$ cat config.mk
export PLATFORM = sky130hd
export DESIGN_NAME = t5_mdsu_flat
export DESIGN_NICKNAME = d
export VERILOG_FILES = /design/src/rtl/t5_mdsu_if.sv /design/src/rtl/t5_mdsu.sv /design/src/flat_wrapper.sv
export SDC_FILE = /design/constraint.sdc
export NUM_CORES = 1
export LEC_CHECK = 0
export CAP_MARGIN = 10
export CORE_MARGIN = 4
export CORE_UTILIZATION = 40
export DETAILED_ROUTE_END_ITERATION = 10
export MAX_ROUTING_LAYER = met4
export PLACE_DENSITY = 0.55
export SLEW_MARGIN = 20
export SYNTH_ARGS = -nofsm -noshare
export SYNTH_HDL_FRONTEND = slang
export SYNTH_SLANG_ARGS = --single-unit
$ cat constraint.sdc
create_clock -name sclk -period 12.75 [get_ports sclk]
set_clock_uncertainty 0.05 [all_clocks]
set_input_delay 2.55 -clock sclk [delete_from_list [all_inputs] [get_ports sclk]]
set_output_delay 2.55 -clock sclk [all_outputs]
set_load 0.02 [all_outputs]
$ cat src/rtl/t5_mdsu_if.sv
// Decode-side bus of the iterative multiply/divide unit: request, operands, stall and result.
interface t5_mdsu_if #(parameter int XLEN = 32);
    logic            sena;
    logic            dreq;
    logic            dkil;
    logic [2:0]      dfn3;
    logic [XLEN-1:0] dop1;
    logic [XLEN-1:0] dop2;
    logic            xstl;
    logic [XLEN-1:0] mres;
    logic            mvld;

    modport master (output sena, dreq, dkil, dfn3, dop1, dop2,
                    input  xstl, mres, mvld);
    modport slave  (input  sena, dreq, dkil, dfn3, dop1, dop2,
                    output xstl, mres, mvld);
endinterface

$ cat src/rtl/t5_mdsu.sv
// Iterative RV32M/RV64M multiply/divide unit: shift-add multiply and restoring divide on
// unsigned magnitudes, UNROLL bits per cycle, with sign fix-up applied to the final result.
module t5_mdsu #(
    parameter int XLEN   = 32,
    parameter int UNROLL = 1
) (
    input  logic       sclk,
    input  logic       srst,
    t5_mdsu_if.slave   bus
);
    localparam int STEPS = XLEN / UNROLL;
    localparam int CW    = $clog2(STEPS + 1);

    typedef enum logic [1:0] {S_IDLE, S_RUN, S_DONE} state_t;

    state_t              r_state;
    logic [CW-1:0]       r_cnt;
    logic [2*XLEN-1:0]   r_acc;
    logic [XLEN-1:0]     r_a;
    logic [XLEN-1:0]     r_b;
    logic [XLEN-1:0]     r_mres;
    logic [2:0]          r_fn;
    logic                r_neg;
    logic                r_mvld;

    logic                w_div, w_sg1, w_sg2, w_s1, w_s2, w_dz, w_neg;
    logic [XLEN-1:0]     w_m1, w_m2;
    logic [2*XLEN-1:0]   w_acc, w_prod;
    logic [XLEN-1:0]     w_b, w_q, w_r, w_res;
    logic [XLEN:0]       w_sh, w_sub;

    // Request decode: which operands are signed, their magnitudes and the result sign.
    always_comb begin
        case (bus.dfn3)
            3'd0, 3'd1, 3'd4, 3'd6: {w_sg1, w_sg2} = 2'b11;
            3'd2:                   {w_sg1, w_sg2} = 2'b10;
            default:                {w_sg1, w_sg2} = 2'b00;
        endcase
        w_div = bus.dfn3[2];
        w_s1  = w_sg1 & bus.dop1[XLEN-1];
        w_s2  = w_sg2 & bus.dop2[XLEN-1];
        w_m1  = w_s1 ? -bus.dop1 : bus.dop1;
        w_m2  = w_s2 ? -bus.dop2 : bus.dop2;
        w_dz  = w_div & (bus.dop2 == '0);
        w_neg = (w_div & bus.dfn3[1]) ? w_s1 : ((w_s1 ^ w_s2) & ~w_dz);
    end

    // UNROLL iterations per cycle. Multiply consumes multiplier bits MSB first into a
    // left-shifting accumulator; divide shifts {rem, quotient} left and trial-subtracts.
    always_comb begin
        w_acc = r_acc;
        w_b   = r_b;
        w_sh  = '0;
        w_sub = '0;
        for (int i = 0; i < UNROLL; i++) begin
            if (r_fn[2]) begin
                w_sh  = w_acc[2*XLEN-1:XLEN-1];
                w_sub = w_sh - {1'b0, r_a};
                if (!w_sub[XLEN])
                    w_acc = {w_sub[XLEN-1:0], w_acc[XLEN-2:0], 1'b1};
                else
                    w_acc = {w_acc[2*XLEN-2:0], 1'b0};
            end else begin
                w_acc = (w_acc << 1) + (w_b[XLEN-1] ? {{XLEN{1'b0}}, r_a} : '0);
                w_b   = w_b << 1;
            end
        end
    end

    // Product negated across the full double width before the high/low select.
    always_comb begin
        w_prod = r_neg ? -w_acc : w_acc;
        w_q    = w_acc[XLEN-1:0];
        w_r    = w_acc[2*XLEN-1:XLEN];
        case (r_fn)
            3'd0:             w_res = w_prod[XLEN-1:0];
            3'd1, 3'd2, 3'd3: w_res = w_prod[2*XLEN-1:XLEN];
            3'd4, 3'd5:       w_res = r_neg ? -w_q : w_q;
            default:          w_res = r_neg ? -w_r : w_r;
        endcase
    end

    always_ff @(posedge sclk or negedge srst) begin
        if (!srst) begin
            r_state <= S_IDLE;
            r_cnt   <= '0;
            r_acc   <= '0;
            r_a     <= '0;
            r_b     <= '0;
            r_mres  <= '0;
            r_fn    <= '0;
            r_neg   <= 1'b0;
            r_mvld  <= 1'b0;
        end else if (bus.sena) begin
            r_mvld <= 1'b0;
            case (r_state)
                S_IDLE: begin
                    if (bus.dreq && !bus.dkil) begin
                        r_fn  <= bus.dfn3;
                        r_neg <= w_neg;
                        if (w_dz) begin
                            r_state <= S_DONE;
                            r_mvld  <= 1'b1;
                            r_mres  <= bus.dfn3[1] ? bus.dop1 : '1;
                        end else begin
                            r_state <= S_RUN;
                            r_cnt   <= CW'(STEPS);
                            if (w_div) begin
                                r_acc <= {{XLEN{1'b0}}, w_m1};
                                r_a   <= w_m2;
                                r_b   <= '0;
                            end else begin
                                r_acc <= '0;
                                r_a   <= w_m1;
                                r_b   <= w_m2;
                            end
                        end
                    end
                end
                S_RUN: begin
                    if (bus.dkil) begin
                        r_state <= S_IDLE;
                    end else begin
                        r_acc <= w_acc;
                        r_b   <= w_b;
                        r_cnt <= r_cnt - 1'b1;
                        if (r_cnt == CW'(1)) begin
                            r_state <= S_DONE;
                            r_mvld  <= 1'b1;
                            r_mres  <= w_res;
                        end
                    end
                end
                default: r_state <= S_IDLE;
            endcase
        end
    end

    assign bus.xstl = (r_state == S_RUN) |
                      ((r_state == S_IDLE) & bus.dreq & bus.sena & ~bus.dkil);
    assign bus.mres = r_mres;
    assign bus.mvld = r_mvld;
endmodule

$ cat src/flat_wrapper.sv
// flat-port wrapper written by rule: the top's interface ports become plain ports
module t5_mdsu_flat 
#(
    parameter int XLEN   = 32,
    parameter int UNROLL = 1
)
  (sclk, srst, bus_sena, bus_dreq, bus_dkil, bus_dfn3, bus_dop1, bus_dop2, bus_xstl, bus_mres, bus_mvld);
  t5_mdsu_if #(.XLEN(XLEN)) bus_i ();
  input  logic sclk;
  input  logic srst;
  input wire logic [$bits(bus_i.sena)-1:0] bus_sena;
  input wire logic [$bits(bus_i.dreq)-1:0] bus_dreq;
  input wire logic [$bits(bus_i.dkil)-1:0] bus_dkil;
  input wire logic [$bits(bus_i.dfn3)-1:0] bus_dfn3;
  input wire logic [$bits(bus_i.dop1)-1:0] bus_dop1;
  input wire logic [$bits(bus_i.dop2)-1:0] bus_dop2;
  output wire logic [$bits(bus_i.xstl)-1:0] bus_xstl;
  output wire logic [$bits(bus_i.mres)-1:0] bus_mres;
  output wire logic [$bits(bus_i.mvld)-1:0] bus_mvld;
  assign bus_i.sena = bus_sena;
  assign bus_i.dreq = bus_dreq;
  assign bus_i.dkil = bus_dkil;
  assign bus_i.dfn3 = bus_dfn3;
  assign bus_i.dop1 = bus_dop1;
  assign bus_i.dop2 = bus_dop2;
  assign bus_xstl = bus_i.xstl;
  assign bus_mres = bus_i.mres;
  assign bus_mvld = bus_i.mvld;
  t5_mdsu #(.XLEN(XLEN), .UNROLL(UNROLL)) u_core (.sclk(sclk), .srst(srst), .bus(bus_i));
endmodule
==> run summary, run 1 <==
hold buffer count at cts - 0
CTS tree - yes
post-synthesis sequential area ratio - 23.2%
RSZ-0062 raised after global routing - no
FF-to-FF Start - u_core.r_acc[31]
die height - 224 um
vias per cell - 6.56
Comb pwr share - 75.5%
Cell Area, Synth - 18700 um2
Fmax achieved - 135 MHz
drt wl/cell - 27.6 um
Filler Cells Inserted - 4682
crit-path max FO - 8
number of global-route vias before repair - 18605
period utilisation layout - 58.1%
H-tree depth - 4
CP delay by family, top - buffers and inverters
power per standard cell area - 340 nW/um2
Hold Worst Slack - 428 ps
first-pass GRT wire length - 127 mm
compound-gate portion of the synthesized area - 30.6%
Cell variety after synth - 110
I/O Buffers - 105
Sw Share - 60.2%
Leak - 8.02 nW
hold_sp - u_core.r_cnt[5]
GR Overflow Total - 0
drt drc - 0
antenna viol nets, final - 0
post-synth top area share - 23.2%
Clock Tree Buf Depth - 2
max_cap viols - 0
layout cells sized above 1 - 5.79%
initial drt markers - 2544
Synth Area per Inst - 7.36 um2
TritonRoute pass-1 iters - 7
Synth Area in Simple Gates - 23.9%
GRT Util Overall - 34.5%
final count of hold timing violations - 0
setup TNS - 0 ps
CTS buffer count - 17
largest net degree at the start of global routing - 72
Synth top cells by count - 278 x nand2_1, 245 x nor2_1, 239 x a21oi_1
Post-Route WL - 86.9 mm
Max Slew Vio Count - 0
Clk Latency, worst-skew pair - 470 ps
Slew @ Worst Pin - 1270 ps
clock sinks - 173
Clock Tree Root - clkbuf_16
Power Internal - 2.80 mW
R2R depth - 21
CP Class - primary input to primary output
Worst Hold End - u_core.r_cnt[5]
largest family of logic cells by synthesized area - compound AO/OA/AOI/OAI gates
critical path, cell by cell - clkdlybuf4s50_1, nand2b_1, nor2_1, nand3_1, nand2_1, clkdlybuf4s50_1
Synth Register Bits - 173
Syn. warnings - 0
top_reg_cell synth - dfrtp_1
number of antenna violations at the first check in global routing - 3
most used cell, CP - clkdlybuf4s50_1
Worst R2R End - u_core.bus.mres[26]
VDD IR max - 164 uV
Area growth syn-to-layout - 10.9%
buffers plus inverters on the worst setup path - 2
critical path's slowest cell - clkdlybuf4s50_1
leading area contributor after synthesis - dfrtp_1
R2R setup slack - 5760 ps
Die ar. - 50200 um2
Nets - 2669
crit path time final - 7410 ps
# resized after CTS - 0
Async SR Flop Fraction - 100%
Core ar. - 45800 um2
Relative slew margins - 13.4%
Hold Path Class - register to register
count leader, synth - nand2_1
initial core utilization - 40.8%
Reg clk slew, reported paths - 70 ps
site row count - 78
die width - 224 um
status - completed
Critical Path RT - 10150 ps
# Post-CTS Setup Buffers - 0
clock power share - 7.8%
CP max stage delay - 640 ps
Placer Congestion - 0.990
Post-synth EDFFs - 0
WHS Path Cells - 1
Mapped Cells - 2538
Psw - 4.24 mW
CP Launch Type - primary input
Net Count, Synth - 2681
Critical Path AT - 4810 ps
sequential share of power - 16.8%
Synth Area in Adders - 4.84%
Critical Path Sink Type - primary output
vias - 20615
post-synthesis xor/xnor area fraction - 8.91%
mux contribution to synthesized area - 3.25%
top post-synthesis cells by area - dfrtp_1 23%, a21oi_1 6.4%, o21ai_0 5.9%
setup violators final - 0
Post-DP HPWL - 68.4 mm
io pins - 106
==> worst max path at each step <==
stage | cells after the start | startpoint | endpoint
global placement | 13 | bus_dop2[5] | u_core.bus.mres[27]
global route | 6 | bus_sena | bus_xstl
finish | 6 | bus_sena | bus_xstl
CTS | 6 | bus_sena | bus_xstl
detailed placement | 13 | bus_dop2[5] | u_core.bus.mres[27]
floorplan | 11 | bus_dop2[8] | u_core.r_acc[0]
==> power groups by stage <==
stage               Clock (mW)  Combinational, mW  Sequential [mW]
finish                   0.546               5.31             1.18
global route             0.576               5.65             1.20
CTS                      0.558               5.15             1.15
detailed placement           0               5.11             1.16
global placement             0               5.11             1.16
floorplan                    0               3.43            0.995
==> cell usage in the layout, fill, tap and decap left out, drive strengths merged, types with 15 or more instances in the layout <==
cell           synthesis  layout
a22o                  16      16
ha                    69      69
o211ai                32      32
inv                   78      89
mux2i                 46      46
o31ai                 34      34
clkbuf               137      18
and3                  28      28
nor2                 246     246
buf                   34      37
o21a                  15      15
dfrtp                173     173
clkdlybuf4s50          0     103
or3                   24      24
a21oi                242     242
xor2                  72      72
and2                  52      52
nor3                  71      71
a21o                  20      20
o21ai                240     240
nand3                 42      42
xnor2                118     118
nand2                280     280
a22oi                 36      36
nand4                 51      51
o41ai                 16      16
o22ai                 15      15
nand2b                23      23
a31oi                 29      29
nor4                  29      29
a211oi                37      37
o221ai                18      18
==> layer usage <==
layer	part of all wire, %	wire length, um	track usage (%)
met5	0	0	-
met4	3.4	2980	11.3
met3	8.8	7690	4.55
met2	41	35800	47.6
met1	46	40400	51.6
==> worst reg2reg max path: stages (launching register included) <==
cell	delay, ps
dfrtp_1	470
inv_1	220
ha_1	200
inv_1	50
fa_1	430
a211oi_2	330
o211ai_2	230
and3_1	240
o2111a_2	330
nor3_4	110
buf_4	290
nor2_2	60
buf_4	290
a21oi_1	280
ha_1	200
nand2_1	160
nor4_4	470
nand4_1	770
o41ai_1	1030
nand2_1	130
a21o_1	220
a31oi_1	290
==> through the flow <==
step	total power, mW	util (%)	cell area [um2]	std cells	setup slack [ps]
global route	7.42	45.2	20700	3142	5240
floorplan	4.43	-	18700	2538	6800
CTS	6.86	45.2	20700	3139	5340
finish	7.04	45.2	20700	3143	5340
detailed placement	6.28	43.9	20100	3107	5170
global placement	6.27	43.9	20100	3107	5320
==> sequential cells by signal, summed over array words and instances (netlist names), 2 cells and up <==
name and count:
u_core.r_acc 64, u_core.bus.mres 32, u_core.r_a 32, u_core.r_b 32
u_core.r_cnt 6, u_core.r_fn 3, u_core.r_state 2
==> final cells by class <==
class | count | area (um2) | share of cell area, %
Tap cell | 600 | 751 | 3.63
Antenna cell | 4 | 10.0 | 0.0484
Clock inverter | 14 | 146 | 0.707
Sequential cell | 173 | 4330 | 20.9
Clock buffer | 18 | 439 | 2.12
Multi-Input combinational cell | 2115 | 13400 | 64.8
Timing Repair Buffer | 140 | 1310 | 6.33
Inverter | 79 | 297 | 1.43
==> logic make-up (layout without fill, tap and decap cells) <==
family / Yosys count / count (layout)
and+or+nand+nor: 919 / 919
xor gates and xnor gates: 190 / 190
adders and majority gates: 71 / 71
DFF: 173 / 173
muxes: 59 / 59
AOI/OAI and AO/OA: 876 / 876
other: 0 / 4
buffers and inverters: 250 / 251
Note: power is estimated with default switching activity, not from simulation.
==> inputs of run 2 (changes only) <==
- PLACE_DENSITY: 0.55 -> 0.57
- clock period: 12.75 -> 6.3 ns (I/O delays scaled with it)
==> run 2 against run 1 <==
  * Global-route usage is essentially flat
  * Total power grew 110%
  * Sequential power is 97% higher
  * Clock power is 110% higher
  * Worst hold slack improved by 4.8 ps
  * Flip-flop and latch count unchanged
  * First-iteration DRC count is 16% higher
  * Die area is the same
  * Routed wire length up 0.41%
  * Critical path depth rose by 15
  * Critical path type is now register to register
==> run summary, run 2 (same netlist as run 1, synthesis figures left out) <==
Psw - 8.66 mW (+100%)
RSZ-0062 raised after global routing - no
most common cell after layout, fill and taps aside - nand2_1
Reg with most FFs - u_core.r_acc
Core ar. - 45800 um2 (unchanged)
Comb pwr share - 76.3% (+0.8 points)
Clock Tree Root - clkbuf_16
Relative slew margins - 34.6% (+21 points)
setup violators final - 0 (unchanged)
GRT Util Overall - 34.5% (about the same)
crit path time final - 6040 ps
Critical Path RT - 6590 ps (-3560 ps)
sequential share of power - 15.8% (-1.0 points)
Max Slew Vio Count - 0 (unchanged)
Clk Latency, worst-skew pair - 470 ps (about the same)
Post-DP HPWL - 69.1 mm (+0.99%)
initial drt markers - 2945 (+16%)
site row count - 78 (unchanged)
die height - 224 um (unchanged)
setup TNS - 0 ps (unchanged)
Fmax achieved - 165 MHz
final count of hold timing violations - 0 (unchanged)
TritonRoute pass-1 iters - 6 (-1)
ANT cells - 0 (-4)
first-pass GRT wire length - 127 mm (+0.28%)
GR Overflow Total - 0 (unchanged)
met2 WL - 34.7 mm (-3.0%)
clock sinks - 173 (unchanged)
I/O Buffers - 105 (unchanged)
CTS tree - yes
most frequent cells in the layout - 278 x nand2_1, 242 x nor2_1, 239 x a21oi_1, 219 x o21ai_0, 171 x dfrtp_1
CP Launch Type - register
vias per cell - 6.51 (-0.72%)
hold buffer count at cts - 0 (unchanged)
crit-path max FO - 18 (+10)
die width - 224 um (unchanged)
Reg clk slew, reported paths - 80 ps (about the same)
H-tree depth - 4 (unchanged)
initial core utilization - 40.8% (unchanged)
io pins - 106 (unchanged)
DR top layer - met4
number of global-route vias before repair - 18789 (+0.99%)
largest net degree at the start of global routing - 101 (+40%)
layout cells sized above 1 - 8.39% (+2.6 points)
buffers plus inverters on the worst setup path - 6 (+4)
antenna viol nets, final - 0 (unchanged)
vias - 20896 (+1.4%)
critical path, cell by cell - inv_1, ha_1, inv_1, fa_1, a211oi_2, o211ai_2, and3_1, o2111ai_2, nand3_1, nand2_2, buf_4, mux2i_1, buf_4, o211ai_1, or4b_1, buf_4, o31ai_1, buf_4, o21ai_1, and3_1, o31a_1
Die ar. - 50200 um2 (unchanged)
VDD IR max - 334 uV (+100%)
critical path's slowest cell - or4b_1
metal3 WL - 7.86 mm (+2.2%)
Post-Route WL - 87.3 mm (+0.41%)
Sw Share - 58.7% (-1.5 points)
clock power share - 7.9% (about the same)
Filler Cells Inserted - 4632 (-1.1%)
Power Internal - 6.09 mW (+120%)
most used cell, CP - buf_4
Placer Congestion - 1.05 (+5.8%)
CP delay by family, top - compound AO/OA/AOI/OAI gates
Hold Path Class - register to register
met1 wire length - 40.4 mm (about the same)
power per standard cell area - 693 nW/um2 (+100%)
Leak - 8.38 nW (+4.6%)
Critical Path Sink Type - register
max_cap viols - 0 (unchanged)
placed cells - 3177 (+2.3%)
Largest register FFs - 64 (unchanged)
Area growth syn-to-layout - 14.0%
status - completed
Post-Layout Cell Count - 3209 (+2.1%)
Clock Tree Buf Depth - 2 (unchanged)
# Post-CTS Setup Buffers - 0 (unchanged)
drt wl/cell - 27.2 um (-1.7%)
CTS buffer count - 17 (unchanged)
period utilisation layout - 95.9%
drt drc - 0 (unchanged)
Critical Path AT - 6330 ps (+1520 ps)
Slew @ Worst Pin - 957 ps (-310 ps)
Nets - 2739 (+2.6%)
CP Class - register to register
number of antenna violations at the first check in global routing - 2 (-1)
CP max stage delay - 590 ps (-50 ps)
==> run 2: cell count changes in the layout (fill, tap and decap cells not counted), sizes merged <==
cell,before,now
inv,89,85
buf,37,107
bufinv,1,3
clkbuf,18,19
clkinvlp,0,1
diode,4,0
==> run 2: final cells by class <==
cell class                 instances  area (um2)  share of cell area, %
tap                              600         751                   3.53
inverter                          79         297                   1.39
clock buffer                      19         433                   2.03
timing repair buffer             210        1860                   8.74
multi-input combinational       2115       13400                   63.1
sequential                       173        4330                   20.4
clock inverter                    13         178                  0.835
==> run 2: path summary, 6_finish.rpt <==
path,start,end,slack (ps),cells past startpoint
setup / recovery,u_core.r_acc[31],u_core.bus.mres[31],260,21
hold / removal,u_core.r_cnt[5],u_core.r_cnt[5],430,1
setup reg to reg,u_core.r_acc[31],u_core.bus.mres[31],260,21
hold reg to reg,u_core.r_cnt[5],u_core.r_cnt[5],430,1
max in group asynchronous,srst,u_core.r_acc[13],4140,2
min in group asynchronous,srst,u_core.r_cnt[1],760,1
==> run 2: worst register-to-register path: cells and delay by family, from the launching register on <==
family | cells | cell delay, ps
AOI/OAI and AO/OA | 7 | 1810
adders and majority gates | 2 | 630
buffers and inverters | 6 | 1100
DFF | 1 | 490
muxes | 1 | 230
and+or+nand+nor | 5 | 1610
==> run 2: repair_timing <==
action,4_1_cts,5_1_grt
endpoints found under the hold margin,0,0
endpoints found under the setup margin,0,12
gates resized for setup,0,5
==> run 2: stage by stage <==
| stage | hold slack, ps | area, um2 | worst slack (ps) | power, mW | utilization [%] |
|---|---|---|---|---|---|
| after global routing | 462 | 21300 | 45.3 | 15.5 | 46.5 |
| after CTS | 430 | 21300 | 243 | 14.3 | 46.4 |
| final | 433 | 21300 | 257 | 14.7 | 46.5 |
| after detailed placement | 419 | 20600 | 321 | 13.1 | 45.1 |
| after floorplan | 391 | 18700 | 599 | 8.96 | - |
| after global placement | 410 | 20600 | 391 | 13.1 | 45.1 |
==> run 2: per-layer routing <==
layer | vias to the layer above | track usage [%]
met4 | 0 | 14.4
met1 | 10162 | 51.1
met2 | 1116 | 46.2
met5 | - | -
met3 | 153 | 5.37
li1 | 9465 | -
==> run 2: power groups by stage <==
stage | Sequential (mW) | Combinational (mW) | Clock [mW]
after global placement | 2.30 | 10.8 | 0
after detailed placement | 2.29 | 10.8 | 0
after CTS | 2.28 | 10.9 | 1.18
after floorplan | 2.01 | 6.94 | 0
final | 2.33 | 11.2 | 1.17
after global routing | 2.36 | 11.9 | 1.22
